## config.mk

```make
export PLATFORM = sky130hd
export DESIGN_NAME = s_to_p_stream_converter
export DESIGN_NICKNAME = d
export VERILOG_FILES = /design/src/rtl/s_to_p_stream_converter.sv
export SDC_FILE = /design/constraint.sdc
export NUM_CORES = 1
export LEC_CHECK = 0
export ABC_AREA = 1
export CAP_MARGIN = 20
export CORE_UTILIZATION = 51
export DETAILED_ROUTE_END_ITERATION = 10
export PLACE_DENSITY = 0.78
export SLEW_MARGIN = 20
export SYNTH_ARGS = -nofsm -noshare
export SYNTH_HDL_FRONTEND = slang
export SYNTH_SLANG_ARGS = --single-unit
```

## constraint.sdc

```tcl
create_clock -name clk -period 1.93 [get_ports clk]
set_clock_uncertainty 0.15 [all_clocks]
set_input_delay 0.2895 -clock clk [delete_from_list [all_inputs] [get_ports clk]]
set_output_delay 0.2895 -clock clk [all_outputs]
set_load 0.01 [all_outputs]
```

## src/rtl/s_to_p_stream_converter.sv

```systemverilog
// Serial-to-parallel word packer with ready/valid handshakes on both sides.
// Packs P_LENGTH/S_LENGTH input beats into one vector; ilast closes a frame early, zero padded.
module s_to_p_stream_converter #(
  parameter int DATA_WIDTH = 32,
  parameter int S_LENGTH   = 2,
  parameter int P_LENGTH   = 4
) (
  input  logic                                 clk,
  input  logic                                 rst,
  input  logic                                 fct,
  input  logic                                 ien,
  output logic                                 irdy,
  input  logic [0:S_LENGTH-1][DATA_WIDTH-1:0]  idata,
  input  logic                                 ilast,
  output logic                                 oen,
  input  logic                                 ordy,
  output logic [0:P_LENGTH-1][DATA_WIDTH-1:0]  odata,
  output logic [0:P_LENGTH-1]                  omask,
  output logic                                 olast,
  output logic                                 finished
);

  localparam int K  = P_LENGTH / S_LENGTH;
  localparam int CW = (K > 1) ? $clog2(K) : 1;

  generate
    if (S_LENGTH < 1 || (P_LENGTH % S_LENGTH) != 0) begin : g_bad_params
      $error("P_LENGTH must be a positive integer multiple of S_LENGTH");
    end
  endgenerate

  logic [CW-1:0]                         cnt_q, cnt_d;
  logic [0:P_LENGTH-1][DATA_WIDTH-1:0]   acc_q, acc_d, acc_m;
  logic [0:P_LENGTH-1]                   mask_q, mask_d, mask_m;
  logic [0:P_LENGTH-1][DATA_WIDTH-1:0]   odata_q, odata_d;
  logic [0:P_LENGTH-1]                   omask_q, omask_d;
  logic                                  oen_q, oen_d;
  logic                                  olast_q, olast_d;
  logic                                  finished_q, finished_d;

  logic xfer_in;
  logic xfer_out;
  logic complete;

  assign irdy     = fct && (!oen_q || ordy);
  assign xfer_in  = ien && irdy;
  assign xfer_out = oen_q && ordy;
  assign complete = xfer_in && ((cnt_q == CW'(K - 1)) || ilast);

  // Accumulator with the current beat merged into the lanes selected by cnt.
  generate
    for (genvar gi = 0; gi < K; gi++) begin : g_beat
      for (genvar gj = 0; gj < S_LENGTH; gj++) begin : g_lane
        logic lane_wr;
        assign lane_wr = xfer_in && (cnt_q == CW'(gi));
        assign acc_m[gi*S_LENGTH+gj]  = lane_wr ? idata[gj] : acc_q[gi*S_LENGTH+gj];
        assign mask_m[gi*S_LENGTH+gj] = lane_wr | mask_q[gi*S_LENGTH+gj];
      end
    end
  endgenerate

  always_comb begin
    cnt_d      = cnt_q;
    acc_d      = acc_q;
    mask_d     = mask_q;
    odata_d    = odata_q;
    omask_d    = omask_q;
    olast_d    = olast_q;
    oen_d      = oen_q && !ordy;
    finished_d = xfer_out && olast_q;

    if (complete) begin
      // A completing beat may land in the same cycle the old vector drains.
      odata_d = acc_m;
      omask_d = mask_m;
      olast_d = ilast;
      oen_d   = 1'b1;
      cnt_d   = '0;
      acc_d   = '0;
      mask_d  = '0;
    end else if (xfer_in) begin
      acc_d  = acc_m;
      mask_d = mask_m;
      cnt_d  = cnt_q + CW'(1);
    end
  end

  always_ff @(posedge clk) begin
    if (rst) begin
      cnt_q      <= '0;
      acc_q      <= '0;
      mask_q     <= '0;
      odata_q    <= '0;
      omask_q    <= '0;
      olast_q    <= 1'b0;
      oen_q      <= 1'b0;
      finished_q <= 1'b0;
    end else begin
      cnt_q      <= cnt_d;
      acc_q      <= acc_d;
      mask_q     <= mask_d;
      odata_q    <= odata_d;
      omask_q    <= omask_d;
      olast_q    <= olast_d;
      oen_q      <= oen_d;
      finished_q <= finished_d;
    end
  end

  assign oen      = oen_q;
  assign odata    = odata_q;
  assign omask    = omask_q;
  assign olast    = olast_q;
  assign finished = finished_q;

endmodule
```

==> results_dict.tcl <==
set metrics [dict create \
    critPathMaxFanout 2 \
    antenna_found_initial 0 \
    syn_inst 1469 \
    endpoint_kind "primary output" \
    grt_overflow 0 \
    layout_common_cells "647 x nand2_1, 268 x dfxtp_1, 199 x clkdlybuf4s50_1" \
    irDropWorstVdd_v 0.0006410 \
    crit_slowest_cell "clkdlybuf4s50_1" \
    multi_input_area_mm2 0.003752 \
    r2r_cells 6 \
    tritoncts "yes" \
    numCtsBuffers 27 \
    mostFrequentLayoutCell "nand2_1" \
    dieHeight_um 143.2 \
    ys_types 19 \
    crit_path_start_kind "register" \
    io_buffers 205 \
    reg2reg_from "cnt_q" \
    grt_use_total 0.2407 \
    diodes 0 \
    wirelength_um 24530 \
    synth_seq_area_share 0.5278 \
    clockRootBuffer "clkbuf_16" \
    path_cells "clkdlybuf4s50_1" \
    min_to "finished" \
    slowest_delay_ns 0.61 \
    drt_iter0_drc 441 \
    grt_pass1_vias 8429 \
    holdCritPathClass "in -> reg" \
    r2r_slack_ns 0.28 \
    powerDensity_mw_per_mm2 858.9 \
    dieArea_mm2 0.02050 \
    swShare 0.2400 \
    ff_latch_area_mm2 0.005365 \
    post-route-util 0.6959 \
    pin_count 206 \
    max_slew.worst_pin.slew_ns 0.3338 \
    viasPerCell 4.725 \
    placementRows 51 \
    timing.fmax_ghz 0.5274 \
    start_util 0.5206 \
    leakage_uw 0.006607 \
    cts_max_path_buffers 3 \
    vias 9232 \
    drcViolationCount 0 \
    syn_avg_cell_area_um2 6.920 \
    whs_ns 0.1982 \
    clkSinkCount 268 \
    cp_top_family "buffers and inverters" \
    crit_buf_inv 1 \
    p_switching_uw 2802 \
    drive_above_1_share 0.05210 \
    grt_pass1_wl_um 39820 \
    path_clk_slew_ns 0.06 \
    dp_hpwl_um 16210 \
    outcome "finished clean" \
    fin_nets 1745 \
    syn-cell-area_mm2 0.01016 \
    routedWlPerCell_um 12.55 \
    cp.arrival_ns 1.46 \
    cts_hold_buffers 0 \
    min_period_over_period 0.9825 \
    reg2reg_to "odata[90]" \
    syn-num-nets 1539 \
    syn2layout_area_growth_pct 33.68 \
    seqPwrFrac 0.497 \
    pwr-share-clk 0.400 \
    min_from "ordy" \
    fillers 1624 \
    synth-warning-count 0 \
    slew_headroom 0.7774 \
    coreArea_mm2 0.01953 \
    finalHoldViolations 0 \
    die_w_um 143.2 \
    ant_nets 0 \
    drv_cap 0 \
    required_ns 1.49 \
    insertion_delay_ns 0.53 \
    slew_violations 0 \
    combPwrFrac 0.103 \
    period_minus_slack_ns 1.896 \
    finalSetupViolCount 0 \
    gp_congestion 0.8091 \
    rsz0062_at_grt "false" \
    grt_max_degree 51 \
    crit_type "reg -> out" \
    dr.pass1.iters 5 \
    hold_path_depth 3 \
    p_int_uw 8870 \
    ys_ff_latch 268 \
    cts_max_level 1 \
]
[synthesized netlist by cell type]
| master | instances | area (µm²) |
|---|---|---|
| nand2_1 | 647 | 2429 |
| nand4_1 | 2 | 12.51 |
| a211oi_1 | 1 | 7.510 |
| inv_2 | 2 | 7.510 |
| buf_2 | 40 | 200.2 |
| nor3_1 | 2 | 10.01 |
| dfxtp_1 | 268 | 5365 |
| nand3_1 | 131 | 655.6 |
| nand3_4 | 1 | 17.52 |
| o21a_1 | 2 | 15.01 |
| nand2_2 | 1 | 6.260 |
| clkbuf_1 | 25 | 93.84 |
| nor3_2 | 1 | 10.01 |
| nor2_1 | 136 | 510.5 |
| a21oi_1 | 5 | 25.02 |
| inv_1 | 197 | 739.5 |
| nor2_2 | 3 | 18.77 |
| nor2_4 | 1 | 11.26 |
| buf_4 | 4 | 30.03 |
[stage by stage]
stage	std cells	TNS [ns]	setup slack [ns]	instance area (µm²)	power [µW]
after global routing	1954	0	0.00005662	13590	12140
after floorplan	1469	0	0.3780	10160	6564
after CTS	1954	0	0.001865	13580	11780
final	1954	0	0.03375	13590	11670
after global placement	1911	-15.49	-0.09569	12810	7091
after detailed placement	1911	-24.39	-0.1397	12810	7118
[worst max path at each step]
stage	start	endpoint	slack [ns]	cells past startpoint
after floorplan	oen	odata[68]	0.38	8
after global routing	odata[88]	odata[88]	0.00006	1
final	omask[1]	omask[1]	0.03	1
after detailed placement	ordy	odata[127]	-0.14	10
after CTS	oen	oen	0.002	1
after global placement	ordy	odata[100]	-0.1	9
[area by class of cell]
| type | count | share of cell area |
|---|---|---|
| sequential | 268 | 0.3948 |
| multi-input combinational | 933 | 0.2762 |
| timing repair buffer | 246 | 0.1926 |
| inverter | 199 | 0.05516 |
| clock buffer | 35 | 0.05341 |
| tap | 265 | 0.02440 |
| clock inverter | 8 | 0.003407 |
[registers in the layout, summed over array words and instances, names as in the netlist]
name,count
acc_q,128
cnt_q,1
finished,1
mask_q,4
odata,128
oen,1
olast,1
omask,4
[cell families after synthesis]
group / Yosys count / share of synthesized area
AND/OR/NAND/NOR: 925 / 0.3621
flip-flops: 268 / 0.5278
buffers and inverters: 268 / 0.1054
AO/OA/AOI/OAI: 8 / 0.004677
[layer usage]
layer | vias up | wire, µm | GRT usage
met4 | 0 | 750 | 0.09451
met3 | 56 | 1212 | 0.02817
li1 | 4754 | - | -
met2 | 237 | 11720 | 0.4169
met5 | - | 0 | 0
met1 | 4185 | 10840 | 0.3045
[power groups by stage]
stage               clock network (µW)  logic (µW)  registers [µW]
floorplan                            0         632            5930
global placement                     0        1180            5910
detailed placement                   0        1200            5920
CTS                               4770        1210            5800
global route                      4980        1340            5810
finish                            4670        1200            5800
[repair_timing]
| action | 4_1_cts | 5_1_grt |
|---|---|---|
| hold endpoints to repair | 0 | 0 |
| buffers inserted | 0 | 0 |
| gates resized for setup | 2 | 4 |
| setup endpoints to repair | 2 | 4 |
No activity file was read; power rests on OpenSTA's default activity.
